[src/rtl/sdram_dma_fifo.sv]
// Memory-to-memory DMA engine. An Avalon-MM register slave sets up the transfer;
// a read master and a write master run concurrently and are coupled by a word FIFO.
module sdram_dma_fifo #(
  parameter int DATA_W     = 16,
  parameter int FIFO_DEPTH = 8
) (
  input  logic              clk,
  input  logic              reset,
  input  logic              avs_s1_chipselect,
  input  logic [2:0]        avs_s1_address,
  input  logic              avs_s1_read,
  input  logic              avs_s1_write,
  input  logic [31:0]       avs_s1_writedata,
  input  logic [3:0]        avs_s1_byteenable,
  output logic [31:0]       avs_s1_readdata,
  output logic              avs_s1_waitrequest,
  output logic [31:0]       avm_read_address,
  output logic              avm_read_read,
  input  logic [DATA_W-1:0] avm_read_readdata,
  input  logic              avm_read_waitrequest,
  output logic [31:0]       avm_write_address,
  output logic              avm_write_write,
  output logic [DATA_W-1:0] avm_write_writedata,
  input  logic              avm_write_waitrequest,
  output logic              irq
);
  localparam int          BYTES = DATA_W / 8;
  localparam int          BSH   = $clog2(BYTES);
  localparam int          AW    = $clog2(FIFO_DEPTH);
  localparam logic [31:0] STEP  = 32'(BYTES);
  localparam logic [AW:0] DEPTH = (AW + 1)'(FIFO_DEPTH);

  typedef enum logic [1:0] {ST_IDLE, ST_RUN, ST_ABORT, ST_ERR} state_t;

  state_t            r_state, w_state_nxt;
  logic [31:0]       r_s_addr, r_d_addr, r_length, r_beats;
  logic [31:0]       r_rd_cnt, r_wr_cnt, r_rd_ptr, r_wr_ptr, r_readdata;
  logic [2:0]        r_control;
  logic              r_done, r_error, r_aborted;
  logic              r_rd_req, r_wr_req, r_rd_phase;
  logic [DATA_W-1:0] r_mem [FIFO_DEPTH];
  logic [AW-1:0]     r_head, r_tail;
  logic [AW:0]       r_count;

  logic        w_busy, w_reg_wr, w_reg_rd, w_cmd, w_start, w_abort, w_len_bad;
  logic        w_rd_ack, w_wr_ack, w_issue, w_flush, w_stat_clr;
  logic        w_set_done, w_set_err, w_set_abt, w_rd_req_nxt, w_wr_req_nxt;
  logic [31:0] w_rd_cnt_nxt, w_wr_cnt_nxt, w_rdata;
  logic [AW:0] w_count_nxt;
  logic        w_unused;

  assign w_unused     = &{1'b0, avs_s1_byteenable};
  assign w_busy       = (r_state != ST_IDLE);
  assign w_reg_wr     = avs_s1_chipselect & avs_s1_write;
  assign w_reg_rd     = avs_s1_chipselect & avs_s1_read;
  assign w_cmd        = w_reg_wr & (avs_s1_address == 3'd5);
  assign w_start      = w_cmd & avs_s1_writedata[0] & ~w_busy;
  assign w_abort      = w_cmd & avs_s1_writedata[1] & (r_state == ST_RUN);
  assign w_len_bad    = (r_length == '0) | (r_length[BSH-1:0] != '0);
  assign w_stat_clr   = w_reg_rd & r_rd_phase & (avs_s1_address == 3'd4);
  assign w_rd_ack     = r_rd_req & ~avm_read_waitrequest;
  assign w_wr_ack     = r_wr_req & ~avm_write_waitrequest;
  assign w_rd_cnt_nxt = r_rd_cnt + 32'(w_rd_ack);
  assign w_wr_cnt_nxt = r_wr_cnt + 32'(w_wr_ack);
  assign w_count_nxt  = r_count + (AW + 1)'(w_rd_ack) - (AW + 1)'(w_wr_ack);

  // A request stuck under waitrequest is always held; new ones need room and budget.
  assign w_rd_req_nxt = (r_rd_req & avm_read_waitrequest) |
                        (w_issue & (w_rd_cnt_nxt < r_beats) & (w_count_nxt < DEPTH));
  assign w_wr_req_nxt = (r_wr_req & avm_write_waitrequest) |
                        (w_issue & (w_count_nxt != '0));

  assign avs_s1_waitrequest  = w_reg_rd & ~r_rd_phase & ~reset;
  assign avs_s1_readdata     = r_readdata;
  assign avm_read_address    = r_rd_ptr;
  assign avm_read_read       = r_rd_req;
  assign avm_write_address   = r_wr_ptr;
  assign avm_write_write     = r_wr_req;
  assign avm_write_writedata = r_wr_req ? r_mem[r_head] : '0;
  assign irq                 = r_done & r_control[2];

  always_comb begin
    w_rdata = '0;
    case (avs_s1_address)
      3'd0:    w_rdata = r_s_addr;
      3'd1:    w_rdata = r_d_addr;
      3'd2:    w_rdata = r_length;
      3'd3:    w_rdata = {29'd0, r_control};
      3'd4:    w_rdata = {28'd0, r_aborted, r_error, w_busy, r_done};
      default: w_rdata = '0;
    endcase
  end

  // NOTE: every output of a combinational block gets a default first, so no path infers a latch.
  always_comb begin
    w_state_nxt = r_state;
    w_issue     = 1'b0;
    w_flush     = 1'b0;
    w_set_done  = 1'b0;
    w_set_err   = 1'b0;
    w_set_abt   = 1'b0;
    case (r_state)
      ST_IDLE: if (w_start) w_state_nxt = w_len_bad ? ST_ERR : ST_RUN;
      ST_ERR: begin
        w_state_nxt = ST_IDLE;
        w_set_done  = 1'b1;
        w_set_err   = 1'b1;
      end
      ST_RUN: begin
        w_issue = ~w_abort;
        if (w_abort) begin
          w_state_nxt = ST_ABORT;
        end else if (w_wr_cnt_nxt == r_beats) begin
          w_state_nxt = ST_IDLE;
          w_set_done  = 1'b1;
        end
      end
      ST_ABORT: if (!r_rd_req && !r_wr_req) begin
        w_state_nxt = ST_IDLE;
        w_flush     = 1'b1;
        w_set_done  = 1'b1;
        w_set_abt   = 1'b1;
      end
      default: w_state_nxt = ST_IDLE;
    endcase
  end

  // NOTE: storage has no reset; pointers and count empty the FIFO, and writedata is gated.
  always_ff @(posedge clk) begin
    if (w_rd_ack) r_mem[r_tail] <= avm_read_readdata;
  end

  // NOTE: sequential state uses non-blocking assignments so every register samples pre-edge values.
  always_ff @(posedge clk) begin
    if (reset) begin
      r_state    <= ST_IDLE;
      r_s_addr   <= '0;
      r_d_addr   <= '0;
      r_length   <= '0;
      r_control  <= '0;
      r_beats    <= '0;
      r_rd_cnt   <= '0;
      r_wr_cnt   <= '0;
      r_rd_ptr   <= '0;
      r_wr_ptr   <= '0;
      r_readdata <= '0;
      r_done     <= 1'b0;
      r_error    <= 1'b0;
      r_aborted  <= 1'b0;
      r_rd_req   <= 1'b0;
      r_wr_req   <= 1'b0;
      r_rd_phase <= 1'b0;
      r_head     <= '0;
      r_tail     <= '0;
      r_count    <= '0;
    end else begin
      r_state    <= w_state_nxt;
      r_rd_phase <= w_reg_rd & ~r_rd_phase;
      if (w_reg_rd && !r_rd_phase) r_readdata <= w_rdata;

      if (w_reg_wr && !w_busy) begin
        case (avs_s1_address)
          3'd0:    r_s_addr  <= avs_s1_writedata;
          3'd1:    r_d_addr  <= avs_s1_writedata;
          3'd2:    r_length  <= avs_s1_writedata;
          3'd3:    r_control <= avs_s1_writedata[2:0];
          default: ;
        endcase
      end

      // A completion in the same cycle as a STATUS read keeps done set.
      if (w_set_done)                 r_done    <= 1'b1;
      else if (w_start || w_stat_clr) r_done    <= 1'b0;
      if (w_set_err)                  r_error   <= 1'b1;
      else if (w_start)               r_error   <= 1'b0;
      if (w_set_abt)                  r_aborted <= 1'b1;
      else if (w_start)               r_aborted <= 1'b0;

      r_rd_req <= w_rd_req_nxt;
      r_wr_req <= w_wr_req_nxt;

      if (w_start) begin
        r_beats  <= r_length >> BSH;
        r_rd_cnt <= '0;
        r_wr_cnt <= '0;
        r_rd_ptr <= r_s_addr;
        r_wr_ptr <= r_d_addr;
      end else begin
        r_rd_cnt <= w_rd_cnt_nxt;
        r_wr_cnt <= w_wr_cnt_nxt;
        if (w_rd_ack && !r_control[0]) r_rd_ptr <= r_rd_ptr + STEP;
        if (w_wr_ack && !r_control[1]) r_wr_ptr <= r_wr_ptr + STEP;
      end

      if (w_flush) begin
        r_head  <= '0;
        r_tail  <= '0;
        r_count <= '0;
      end else begin
        if (w_rd_ack) r_tail <= r_tail + AW'(1);
        if (w_wr_ack) r_head <= r_head + AW'(1);
        r_count <= w_count_nxt;
      end
    end
  end
endmodule

[config.mk]
export PLATFORM = sky130hd
export DESIGN_NAME = sdram_dma_fifo
export DESIGN_NICKNAME = d
export VERILOG_FILES = /design/src/rtl/sdram_dma_fifo.sv
export SDC_FILE = /design/constraint.sdc
export NUM_CORES = 1
export LEC_CHECK = 0
export CAP_MARGIN = 15
export CORE_ASPECT_RATIO = 0.5
export CORE_MARGIN = 2
export CORE_UTILIZATION = 55
export DETAILED_ROUTE_END_ITERATION = 10
export PLACE_DENSITY = 0.78
export SKIP_CTS_REPAIR_TIMING = 1
export SYNTH_ARGS = -nofsm -noshare
export SYNTH_HDL_FRONTEND = slang
export SYNTH_SLANG_ARGS = --single-unit
[constraint.sdc]
create_clock -name clk -period 7 [get_ports clk]
set_input_delay 1.4 -clock clk [delete_from_list [all_inputs] [get_ports clk]]
set_output_delay 1.4 -clock clk [all_outputs]
set_load 0.005 [all_outputs]
==> flow_summary.yaml <==
timing:
  rsz0062_at_grt: "no"
  final.setup.tns_ns: 0
  skew_ns: 0.0238
  fmax_ghz: 0.199
  min_period_over_period: 0.717
  relSlewSlack: 0.231
  final-setup-viol-count: 0
  period_needed_ns: 5.02
  hold_viol_final: 0
  setup_slack_ns: 1.98
  drv_slew: 0
  worst_pin_slew_ns: 1.15
route:
  detail_route.wl_per_cell_um: 19.0
  drt-total-wl_um: 50900
  via_per_inst: 5.81
  num_vias: 15600
  dr.pass1.iters: 5
  ant_nets: 0
  drt-initial-drc-count: 1670
  drc: 0
grt:
  grt_pass1_wl_um: 80600
  grt_max_degree: 92
  grt_pass1_vias: 14700
  track_usage: 0.267
  antenna_found_initial: 0
  grt.overflow.total: 0
clock_network:
  max-clock-path-buffers: 3
  cts.sinks: 439
  clk_pin_slew_ns: 0.07
  clock_latency_ns: 0.54
  cts_root_buffer: "clkbuf_16"
  htree_levels: 2
  cts_buffers: 39
  cts_tree: "built"
yosys:
  ys_types: 63
  synth.most_common_cell: "nand2_1"
  synth_area_leaders: "dfxtp_1 31%, edfxtp_1 19%, nand2_1 6.7%"
  syn_area_mm2: 0.0199
  yosysSeqAreaShare: 0.506
  synth_cells: 2053
  synth-async-reset-ratio: 0
  synthFlopType: "dfxtp_1"
  ys_warn_count: 0
  netlist.top_cell.by_area: "dfxtp_1"
  synth_seq_cells: 439
  synth_top_area_share: 0.313
  synth_edf_count: 128
  avgSynthCellArea_um2: 9.70
  synth.net_count: 2159
  yosys-top-cells-count: "356 x nand2_1, 311 x dfxtp_1, 182 x nor2_1"
critical_path:
  crit_start: "avm_read_waitrequest"
  rr_startpoint: "avm_write_write"
  critical_path.top_delay_family: "simple AND/OR/NAND/NOR gates"
  cpMaxStageDelayCell: "nor4b_1"
  worstSetupPathType: "input pin to register"
  crit_fanout: 5
  required_ns: 7.44
  critPathBufInv: 2
  cpPeakStageDelay_ns: 0.64
  critPathCaptureType: "register"
  crit_top_cell: "nand2_1"
  start_kind: "input pin"
  crit_arrival_ns: 5.46
  cp_cell_sequence: "clkdlybuf4s50_1 > nand2b_1 > inv_1 > ha_1 > nand2_1 > nor4b_1 > nand2_1 > nor2_1 > nand3_1 > xnor2_1 > ha_1 > a21o_1 > a21o_1 > a21oi_1 > o2111ai_1 > a21oi_1 > nand2_1 > o32ai_1"
run:
  cap_violations: 0
layout:
  drive_above_1_share: 0.0657
  layout.nets: 2270
  layout-area-overhead-vs-synth_pct: 16.8
  final_cell_area_mm2: 0.0233
  fillers: 2843
  post-route-util: 0.650
outcome:
  status: "completed"
die:
  dieArea_mm2: 0.0378
  die_w_um: 273
  rows: 49
  die_h_um: 139
  initial_core_util: 0.556
  coreArea_mm2: 0.0358
  ios: 178
power_and_ir_drop:
  p_total_w: 0.00492
  ir_drop_mv: 0.213
  p_per_area_mw_per_mm2: 211
  leakage_nw: 8.01
hold_path:
  hold_path.class: "register to register"
  holdCritStartpoint: "r_beats[14]"
placement:
  dp_slack_ns: 1.43
  gp_congestion: 0.949
  io_buffers: 173
  hpwl_um: 34200
  placed_cell_area_mm2: 0.0220
## power breakdown
| group | switching, W | internal, W | total [W] |
|---|---|---|---|
| sequential | 0.0000155 | 0.00262 | 0.00264 |
| clock | 0.000944 | 0.00117 | 0.00211 |
| combinational | 0.000104 | 0.0000640 | 0.000168 |
| total | 0.00106 | 0.00386 | 0.00492 |
## sequential cells by signal, indices dropped and copies added, names as in the netlist, 32 cells and up, named ones only
name	flops
r_s_addr	32
r_length	32
r_d_addr	32
avm_read_address	32
r_mem	128
r_wr_cnt	32
avs_s1_readdata	32
r_rd_cnt	32
avm_write_address	32
## cell usage in the layout, fill, tap and decap left out, types with 17 or more instances in the layout
cell type and instances:
nand2_1 356, dfxtp_1 309, nor2_1 178, clkdlybuf4s50_1 171
a21oi_1 155, edfxtp_1 128, xor2_1 66, xnor2_1 65
a211oi_1 61, nand3_1 59, mux2i_1 56, inv_1 51
o21ai_0 47, and2_1 43, ha_1 43, nand4_1 40
clkbuf_16 39, mux4_2 33, and3_1 30, a22oi_1 30
nor2b_1 25, buf_4 17
## area by class of cell
class	instances	area (um2)	share of cell area
antenna	1	2.50	0.000108
clock buffer	59	1140	0.0491
multi-input combinational	1443	9300	0.400
clock inverter	10	87.6	0.00377
timing repair buffer	190	1860	0.0798
tap	484	606	0.0260
inverter	51	191	0.00823
sequential	439	10100	0.433
## routing by layer
layer | wire [um] | global-route usage | up-vias | part of all wire
met4 | 1380 | 0.0745 | 0 | 0.027
met3 | 3180 | 0.0377 | 90 | 0.062
met5 | 0 | 0 | - | 0
li1 | - | - | 7434 | -
met1 | 22500 | 0.377 | 7507 | 0.44
met2 | 23900 | 0.430 | 524 | 0.47
## per-stage QoR
stage	std cells	hold slack, ns
2_1_floorplan	2053	0.436
3_3_place_gp	2607	0.444
3_5_place_dp	2607	0.448
4_1_cts	2676	0.457
5_1_grt	2676	0.479
6_report	2677	0.456
## worst min-delay path, delay by kind of cell (launching register included)
family / cells / cell delay (ns)
flip-flops: 1 / 0.31
AO/OA/AOI/OAI: 1 / 0.05
AND/OR/NAND/NOR: 1 / 0.05
## path summary, 6_finish.rpt
path                         to  cells past startpoint  slack [ns]
setup / recovery  avm_read_read                     18        1.98
hold / removal      r_beats[14]                      2        0.46
setup reg to reg     r_state[0]                     10        2.42
hold reg to reg     r_beats[14]                      2        0.46
## cells by family after synthesis
family | Yosys count | synth area share
AND/OR/NAND/NOR | 833 | 0.198
adder cells (fa/ha/maj) | 44 | 0.0280
AO/OA/AOI/OAI | 339 | 0.104
XOR/XNOR | 138 | 0.0655
multiplexers | 89 | 0.0655
flip-flops | 439 | 0.506
buffers and inverters | 171 | 0.0327
No activity file was read; power rests on OpenSTA's default activity.
